### src/rtl/div_sched_pkg.sv
// rtl/div_sched_pkg.sv - shared types and constants for the divider scheduler
package div_sched_pkg;

    // Operand and quotient widths of the shared divider
    localparam int OPW = 16;
    localparam int QW  = 8;

    // Quotient returned on timeout or rejected zero divisor
    localparam logic [QW-1:0] ERR_QUOT = 8'hFF;

    // Scheduler FSM encoding
    typedef enum logic [1:0] {
        ST_IDLE  = 2'd0,
        ST_ISSUE = 2'd1,
        ST_WAIT  = 2'd2,
        ST_RESP  = 2'd3
    } state_t;

endpackage

### src/rtl/div_rr_arb.sv
// rtl/div_rr_arb.sv - round-robin selector, search starts one past the pointer
module div_rr_arb #(
    parameter int NREQ = 4,
    parameter int PW   = 2
) (
    input  logic [NREQ-1:0] req,
    input  logic [PW-1:0]   ptr,
    output logic [NREQ-1:0] grant,
    output logic            valid
);

    // Lowest requester above the pointer wins; otherwise wrap to the lowest at or below it
    always_comb begin
        grant = '0;
        valid = 1'b0;
        for (int i = 0; i < NREQ; i++) begin
            if (!valid && req[i] && (i > int'(ptr))) begin
                grant[i] = 1'b1;
                valid    = 1'b1;
            end
        end
        for (int i = 0; i < NREQ; i++) begin
            if (!valid && req[i] && (i <= int'(ptr))) begin
                grant[i] = 1'b1;
                valid    = 1'b1;
            end
        end
    end

endmodule

### src/rtl/div_sched.sv
// rtl/div_sched.sv - shares one divider among NREQ requesters; DIV_SCHED_ZERO_CHK_EN short-circuits zero divisors
module div_sched
    import div_sched_pkg::*;
#(
    parameter int NREQ    = 4,
    parameter int TIMEOUT = 32
) (
    input  logic                clk,
    input  logic                reset,
    input  logic [NREQ-1:0]     req,
    input  logic [OPW*NREQ-1:0] req_dividend,
    input  logic [OPW*NREQ-1:0] req_divisor,
    output logic [NREQ-1:0]     gnt,
    output logic [NREQ-1:0]     rsp_valid,
    output logic [QW-1:0]       rsp_quotient,
    output logic                rsp_err,
    output logic                div_en,
    output logic [OPW-1:0]      div_dividend,
    output logic [OPW-1:0]      div_divisor,
    input  logic [QW-1:0]       div_quotient,
    input  logic                div_done
);

    localparam int PW = (NREQ > 1) ? $clog2(NREQ) : 1;
    localparam int CW = $clog2(TIMEOUT + 1);
    localparam logic [CW-1:0] TMAX = CW'(TIMEOUT);
    localparam logic [PW-1:0] PTR_RST = PW'(NREQ - 1);

    state_t          state;
    logic [PW-1:0]   ptr;
    logic [CW-1:0]   cnt;
    logic [NREQ-1:0] owner;
    logic [QW-1:0]   res_q;
    logic            res_err;

    logic [NREQ-1:0] arb_grant;
    logic            arb_valid;
    logic [PW-1:0]   win_idx;
    logic [OPW-1:0]  sel_dividend;
    logic [OPW-1:0]  sel_divisor;

    div_rr_arb #(
        .NREQ (NREQ),
        .PW   (PW)
    ) u_arb (
        .req   (req),
        .ptr   (ptr),
        .grant (arb_grant),
        .valid (arb_valid)
    );

    // Encode the one-hot winner and mux its operand slices
    always_comb begin
        win_idx      = '0;
        sel_dividend = '0;
        sel_divisor  = '0;
        for (int i = 0; i < NREQ; i++) begin
            if (arb_grant[i]) begin
                win_idx      = PW'(i);
                sel_dividend = req_dividend[OPW*i +: OPW];
                sel_divisor  = req_divisor[OPW*i +: OPW];
            end
        end
    end

    // Scheduler FSM; every output is a registered pulse or a held operand
    always_ff @(posedge clk) begin
        if (!reset) begin
            state        <= ST_IDLE;
            ptr          <= PTR_RST;
            cnt          <= '0;
            owner        <= '0;
            res_q        <= '0;
            res_err      <= 1'b0;
            gnt          <= '0;
            rsp_valid    <= '0;
            rsp_quotient <= '0;
            rsp_err      <= 1'b0;
            div_en       <= 1'b0;
            div_dividend <= '0;
            div_divisor  <= '0;
        end else begin
            gnt          <= '0;
            rsp_valid    <= '0;
            rsp_quotient <= '0;
            rsp_err      <= 1'b0;
            div_en       <= 1'b0;
            case (state)
                ST_IDLE: begin
                    if (arb_valid) begin
                        gnt          <= arb_grant;
                        owner        <= arb_grant;
                        ptr          <= win_idx;
                        div_dividend <= sel_dividend;
                        div_divisor  <= sel_divisor;
`ifdef DIV_SCHED_ZERO_CHK_EN
                        if (sel_divisor == '0) begin
                            res_q   <= ERR_QUOT;
                            res_err <= 1'b1;
                            state   <= ST_RESP;
                        end else begin
                            state   <= ST_ISSUE;
                        end
`else
                        state        <= ST_ISSUE;
`endif
                    end
                end
                ST_ISSUE: begin
                    div_en <= 1'b1;
                    cnt    <= '0;
                    state  <= ST_WAIT;
                end
                ST_WAIT: begin
                    // done wins over a timeout landing in the same cycle
                    if (div_done) begin
                        res_q   <= div_quotient;
                        res_err <= 1'b0;
                        state   <= ST_RESP;
                    end else if (cnt == TMAX) begin
                        res_q   <= ERR_QUOT;
                        res_err <= 1'b1;
                        state   <= ST_RESP;
                    end else begin
                        cnt <= cnt + 1'b1;
                    end
                end
                ST_RESP: begin
                    rsp_valid    <= owner;
                    rsp_quotient <= res_q;
                    rsp_err      <= res_err;
                    state        <= ST_IDLE;
                end
                default: state <= ST_IDLE;
            endcase
        end
    end

endmodule
### config.mk
export PLATFORM = sky130hd
export DESIGN_NAME = div_sched
export DESIGN_NICKNAME = d
export VERILOG_FILES = /design/src/rtl/div_sched_pkg.sv /design/src/rtl/div_rr_arb.sv /design/src/rtl/div_sched.sv
export SDC_FILE = /design/constraint.sdc
export NUM_CORES = 1
export LEC_CHECK = 0
export ABC_AREA = 1
export CAP_MARGIN = 20
export CORE_MARGIN = 2
export CORE_UTILIZATION = 35
export DETAILED_ROUTE_END_ITERATION = 10
export PLACE_DENSITY = 0.76
export SLEW_MARGIN = 10
export SYNTH_ARGS = -nofsm -noshare
export SYNTH_HDL_FRONTEND = slang
export SYNTH_HIERARCHICAL = 1
export SYNTH_SLANG_ARGS = --single-unit
### constraint.sdc
create_clock -name clk -period 1.6 [get_ports clk]
set_input_delay 0.32 -clock clk [delete_from_list [all_inputs] [get_ports clk]]
set_output_delay 0.32 -clock clk [all_outputs]
set_load 0.01 [all_outputs]
# ---- Word level (Yosys, flattened, before mapping)
# Cells that the tools add are included.
# Widths: inputs -> output; s select.
dict set report op_classes {
  n_eq_ne 8
  n_reduce_logical 27
  muxes 36
  n_addsub 1
  order_cmp 6
}
# operator n
set ops {}
lappend ops {{$mux 16} 8}
lappend ops {{$mux 1} 17}
lappend ops {{$mux 8} 2}
lappend ops {{$logic_and 1x1->1} 12}
lappend ops {{$mux 6} 2}
lappend ops {{$pmux 6 s2} 1}
lappend ops {{$mux 2} 5}
lappend ops {{$pmux 2 s4} 1}
lappend ops {{$reduce_and 2->1} 4}
lappend ops {{$add 6x1->6 const B} 1}
lappend ops {{$eq 6x6->1 const B} 1}
lappend ops {{$logic_not 1->1} 6}
lappend ops {{$ne 2x2->1 const B} 3}
lappend ops {{$reduce_and 3->1} 2}
lappend ops {{$eq 2x2->1 const B} 2}
lappend ops {{$gt 2x2->1 const A} 2}
lappend ops {{$le 2x2->1 const A} 2}
lappend ops {{$reduce_bool 2->1} 2}
lappend ops {{$ne 3x3->1 const B} 1}
lappend ops {{$eq 2x1->1 const B} 1}
lappend ops {{$gt 1x2->1 const A} 1}
lappend ops {{$le 1x2->1 const A} 1}
lappend ops {{$logic_not 2->1} 1}
dict set report totals {
  in_bits 143
  wordCells 91
  regBits 73
  output_inout_bits 50
}

# ---- Logic depth before layout (Yosys ltp)
dict set report logic_depth {
  ltp_word 28
  ltp_mapped 15
  ltp_nobuf 13
}

# ---- Modules after synthesis
# The synthesis kept the hierarchy.
# mod cells_each instances area_each_um2 seq_area_each_um2
set modules_own_cells {}
lappend modules_own_cells {div_sched 454 1 3414.5 1461.4}
lappend modules_own_cells {div_rr_arb 22 1 106.4 0.0}

# ---- Least setup slack after synthesis
# No wires, ideal clock.
dict set report synth_path {
  path_kind {reg2reg}
  from {reg ptr[1]}
  to {reg div_divisor[11]}
  n_path_buf 2
  required_time_ns 1.482
  path_slack_ns -0.031
  setup_time_ns 0.118
  stages_incl_launch_ff 14
  synth_period_minus_slack_ns 1.631
  t_arrival_ns 1.513
  path_cell_list {dfxtp_1 -> nand2_1 -> nand2_1 -> nand3_2 -> nor2_2 -> nand4_1 -> nand2_2 -> inv_2 -> nand2_2 -> nor2_4 -> buf_6 -> buf_6 -> a22oi_2 -> nand2_1}
}
dict set report synth_between {
  elab_chain_len 27
  word_cells_on_any_way 42
  cone_classes {6 x order compare; 17 x mux; 19 x reduce/logical}
}
# element line
set synth_rtl {}
lappend synth_rtl {{start, declared} div_sched.sv:30} ;# logic [PW-1:0] ptr;
lappend synth_rtl {{start signal, assigned} div_sched.sv:93} ;# ptr <= win_idx;
lappend synth_rtl {{$gt 1x2->1} div_rr_arb.sv:17} ;# if (!valid && req[i] && (i > int'(ptr))) begin
lappend synth_rtl {{$logic_and 1x1->1} div_rr_arb.sv:17}
lappend synth_rtl {{$mux 1} div_rr_arb.sv:17}
lappend synth_rtl {{$logic_not 1->1} div_rr_arb.sv:17}
lappend synth_rtl {{$logic_and 1x1->1 (2 in a row)} div_rr_arb.sv:17}
lappend synth_rtl {{$mux 1} div_rr_arb.sv:17}
lappend synth_rtl {{$logic_not 1->1} div_rr_arb.sv:17}
lappend synth_rtl {{$logic_and 1x1->1 (2 in a row)} div_rr_arb.sv:17}
lappend synth_rtl {{[... 8 more ...]} --}
lappend synth_rtl {{$logic_not 1->1} div_rr_arb.sv:23} ;# if (!valid && req[i] && (i <= int'(ptr))) begin
lappend synth_rtl {{$logic_and 1x1->1 (2 in a row)} div_rr_arb.sv:23}
lappend synth_rtl {{$mux 1} div_rr_arb.sv:23}
lappend synth_rtl {{$logic_not 1->1} div_rr_arb.sv:23}
lappend synth_rtl {{$logic_and 1x1->1 (2 in a row)} div_rr_arb.sv:23}
lappend synth_rtl {{$mux 1 (*)} div_rr_arb.sv:23}
lappend synth_rtl {{via arb_valid} div_sched.sv:37} ;# logic arb_valid;
lappend synth_rtl {{$reduce_and 2->1 (no line) (*)} --}
lappend synth_rtl {{end signal, assigned} div_sched.sv:95} ;# div_divisor <= sel_divisor;
lappend synth_rtl {{end, declared} div_sched.sv:19} ;# output logic [OPW-1:0] div_divisor,
# The timed path passes the listed nets; every way through them passes the cells marked *.
# A chain may end at the register's enable or synchronous reset.

# ---- Worst setup path in the final report
dict set report layout_path {
  from {in req[1]}
  to {reg div_dividend[14]}
}
dict set report layout_between {
  word_cells_on_any_way 36
  cone_classes {17 x mux; 19 x reduce/logical}
}
# element line
set layout_rtl {}
lappend layout_rtl {{start, declared} div_sched.sv:10} ;# input logic [NREQ-1:0] req,
lappend layout_rtl {{$logic_and 1x1->1} div_rr_arb.sv:17}
lappend layout_rtl {{$mux 1} div_rr_arb.sv:17}
lappend layout_rtl {{$logic_not 1->1} div_rr_arb.sv:17}
lappend layout_rtl {{$logic_and 1x1->1 (2 in a row)} div_rr_arb.sv:17}
lappend layout_rtl {{$mux 1} div_rr_arb.sv:17}
lappend layout_rtl {{$logic_not 1->1} div_rr_arb.sv:17}
lappend layout_rtl {{$logic_and 1x1->1 (2 in a row)} div_rr_arb.sv:17}
lappend layout_rtl {{$mux 1} div_rr_arb.sv:17}
lappend layout_rtl {{$logic_not 1->1} div_rr_arb.sv:23}
lappend layout_rtl {{$logic_and 1x1->1} div_rr_arb.sv:23}
lappend layout_rtl {{$mux 1} div_rr_arb.sv:23}
lappend layout_rtl {{$logic_not 1->1} div_rr_arb.sv:23}
lappend layout_rtl {{$logic_and 1x1->1 (2 in a row)} div_rr_arb.sv:23}
lappend layout_rtl {{$mux 1 (*)} div_rr_arb.sv:23}
lappend layout_rtl {{via arb_grant[1]} div_sched.sv:36} ;# logic [NREQ-1:0] arb_grant;
lappend layout_rtl {{$mux 16 (*) (3 in a row)} div_sched.sv:58} ;# if (arb_grant[i]) begin
lappend layout_rtl {{end signal, assigned} div_sched.sv:94} ;# div_dividend <= sel_dividend;
lappend layout_rtl {{end, declared} div_sched.sv:18} ;# output logic [OPW-1:0] div_dividend,
# Marked as above.

==> load_flow_metrics.sql <==
INSERT INTO impl_metrics (metric_group, metric, value, unit) VALUES
('run_status', 'run_status', 'complete, but fails checks', ''),
('run_status', 'violations_in_the_final_reports', 'setup timing', ''),
('clocking', 'cts_root_buffer', 'clkbuf_8', ''),
('drt', 'drc_errors', '0', ''),
('drt', 'route.detailed.vias_per_inst', '4.99', ''),
('yosys', 'post_synth_inst_count', '476', ''),
('worst_setup_path', 'worst_ep_required_time', '1.82', 'ns'),
('global_route', 'antenna_violations_before_repair', '0', ''),
('worst_setup_path', 'timing.critical_path.fanout_max', '5', ''),
('worst_hold_path', 'hold_critical_path_depth', '2', ''),
('timing', 'setup_viol', '39', ''),
('timing', 'skew', '0.00696', 'ns'),
('clocking', 'holdBufCountCts', '0', ''),
('yosys', 'synth.yosys.warnings', '6', ''),
('die', 'starting_density_of_the_core', '36.0', '%'),
('yosys', 'syn-num-nets', '626', ''),
('power', 'power_leakage', '3.18', 'nW'),
('drt', 'first_pass_iters', '4', ''),
('timing', 'timing.max_slew.rel_slack', '80.6', '%'),
('yosys', 'synth-seq-cells', '73', ''),
('yosys', 'netlist.area_leader.share', '41.5', '%'),
('final_layout', 'insertedDiodeCount', '0', ''),
('timing', 'report.final.slew_viol_count', '0', ''),
('clocking', 'htree_num_levels', '3', ''),
('die', 'dieWidth', '104', 'µm'),
('worst_setup_path', 'critical_path.reg2reg.endpoint', 'div_divisor[14]', ''),
('drt', 'initialDrtViolationCount', '200', ''),
('global_route', 'grtUsageTotal', '23.2', '%'),
('yosys', 'ys_dominant_reg_cell', 'dfxtp_1', ''),
('worst_setup_path', 'timing.setup.critical_path_class', 'input port to flip-flop', ''),
('die', 'die_area', '10900', 'µm²'),
('final_layout', 'utilization', '67.0', '%'),
('place', 'hpwlAfterDp', '9.43', 'mm'),
('yosys', 'share_of_synthesized_area_occupied_by_flip_flops_and_latches', '41.5', '%'),
('drt', 'detailroute.via_count', '4213', ''),
('timing', 'max_slew.worst_pin.slew', '0.290', 'ns'),
('timing', 'min_period_over_period', '112', '%'),
('worst_hold_path', 'hold_start', 'res_q[4]', ''),
('yosys', 'synth.top_cells.by_area', 'dfxtp_1 (42%), nand2_1 (15%), a21oi_1 (7.1%), o211ai_1 (6.2%), a22oi_2 (3.6%)', ''),
('yosys', 'number_of_enable_flip_flop_cells_after_synthesis', '0', ''),
('die', 'floorplan.core_area', '9770', 'µm²'),
('timing', 'grt_setup_unrepaired', 'true', ''),
('yosys', 'syn_area_cell', '7.40', 'µm²'),
('worst_setup_path', 'worst_ep_arrival_time', '2.01', 'ns'),
('global_route', 'pin_count_of_the_biggest_net_entering_global_routing', '33', ''),
('clocking', 'clock_latency', '0.34', 'ns'),
('timing', 'layout_setup_ws', '-0.187', 'ns'),
('yosys', 'synth_top_area_cell', 'dfxtp_1', ''),
('yosys', 'postSynth.asyncResetShare', '0', '%'),
('worst_setup_path', 'endpoint_kind', 'flip-flop', ''),
('die', 'floorplan.io_pins', '193', ''),
('yosys', 'synth_most_common_cell', 'nand2_1', ''),
('final_layout', 'nNetsFinal', '857', ''),
('worst_hold_path', 'hold_path_end', 'rsp_quotient[4]', ''),
('timing', 'fmaxAchievable', '0.560', 'GHz'),
('global_route', 'grt.overflow.total', '0', ''),
('flow_run', 'max_cap_viol_count', '0', ''),
('timing', 'timing_hold_violations_final', '0', ''),
('timing', 'final.setup.tns', '-5.22', 'ns'),
('drt', 'antenna_left', '0', ''),
('worst_setup_path', 'setup.worst_path.start_class', 'input port', ''),
('yosys', 'synthDistinctLibCells', '23', ''),
('worst_hold_path', 'holdCritPathClass', 'flip-flop to flip-flop', ''),
('clocking', 'clk_path_buf_depth', '2', ''),
('clocking', 'cts.reportedPaths.clkPinSlew', '0.08', 'ns'),
('power', 'ir_worst_vdd', '0.740', 'mV'),
('drt', 'drt_wirelength', '13.6', 'mm'),
('worst_setup_path', 'regToRegStartpoint', 'ptr[1]', ''),
('power', 'pwr_per_cell_area', '1390', 'nW/µm²'),
('final_layout', 'syn_to_final_growth', '86.1', '%'),
('global_route', 'first_global_vias', '4236', '');
## report_power, final
group / switching, mW / internal, mW / total, mW
clock network: 0.719 / 0.719 / 1.44
logic: 2.56 / 2.45 / 5.00
registers: 0.319 / 2.34 / 2.66
total: 3.60 / 5.50 / 9.10
## metal layers
metal	vias up	wire length, µm	part of all wire [%]	track usage, %
met1	1972	5380	39	25.5
met4	0	373	2.7	10.4
met2	166	7060	52	41.4
li1	2048	-	-	-
met3	27	835	6.1	6.58
met5	-	0	0	0
## placed cells by master, fill, tap and decap left out, types with 4 or more instances in the layout
cell type	count
clkdlybuf4s50_1	159
nand2_1	134
dfxtp_1	71
a21oi_1	41
inv_1	31
buf_4	31
o211ai_1	29
nor2_1	28
dlymetal6s2s_1	27
a22oi_2	24
nand3_1	15
o21ai_0	12
nand2_2	10
a21oi_2	9
clkbuf_8	9
buf_6	9
buf_12	8
ha_1	7
inv_2	6
nand2_4	6
dlygate4sd2_1	6
nor2_4	5
nand4_1	4
o21ai_1	4
clkbuf_16	4
## metrics by stage
step           instances  worst slack (ns)  instance area, µm²  hold WS (ns)  power [mW]
3_5_place_dp         807            -0.851                5750         0.432        6.75
2_1_floorplan        476            0.0100                3530         0.416        4.77
5_1_grt              844            -0.285                6550         0.467        9.64
3_3_place_gp         807            -0.714                5750         0.428        6.61
6_report             844            -0.187                6550         0.442        9.10
4_1_cts              837            -0.123                6230         0.442        8.70
## cells by family after synthesis
group,after synthesis,share of synthesized area (%)
flip-flops,73,41.5
AND/OR/NAND/NOR,206,24.2
buffers and inverters,66,8.78
AO/OA/AOI/OAI,123,22.8
adder cells (fa/ha/maj),7,2.49
XOR/XNOR,1,0.249
## area by class of cell
class | instances | area (µm²)
Clock inverter | 6 | 68.8
Inverter | 39 | 156
Timing Repair Buffer | 246 | 2610
Sequential cell | 73 | 1470
Tap cell | 133 | 166
Clock buffer | 9 | 124
Multi-Input combinational cell | 338 | 1960
Fill cell | 782 | 3220
## worst max path at each step
stage,endpoint,startpoint
floorplan,div_divisor[11],ptr[1]
global placement,div_divisor[5],req[3]
detailed placement,div_dividend[7],req[3]
CTS,div_divisor[7],ptr[0]
global route,div_divisor[15],ptr[1]
finish,div_dividend[14],req[1]
## what timing repair did
action	in CTS	in global routing
setup buffers	12	7
resized for setup	45	69
gates cloned	4	4
endpoints found under the setup margin	38	67
pin swaps	23	18
## worst max-delay path, cell delays in order
cell	delay (ns)
clkdlybuf4s50_1	0.44
nand2_2	0.11
nand3_4	0.09
nor2_4	0.15
buf_6	0.12
nand2_4	0.04
nand2_4	0.10
nor2_4	0.06
buf_4	0.14
clkbuf_16	0.15
nand2_1	0.05
nand2_1	0.04
o211ai_1	0.10
nand3_1	0.09
## registers in the layout (all words and copies together), names as in the netlist, 4 cells and up
name          flops
div_dividend     16
owner             4
div_divisor      16
rsp_quotient      8
rsp_valid         4
gnt               4
res_q             8
cnt               6
Note: power is estimated with default switching activity, not from simulation.
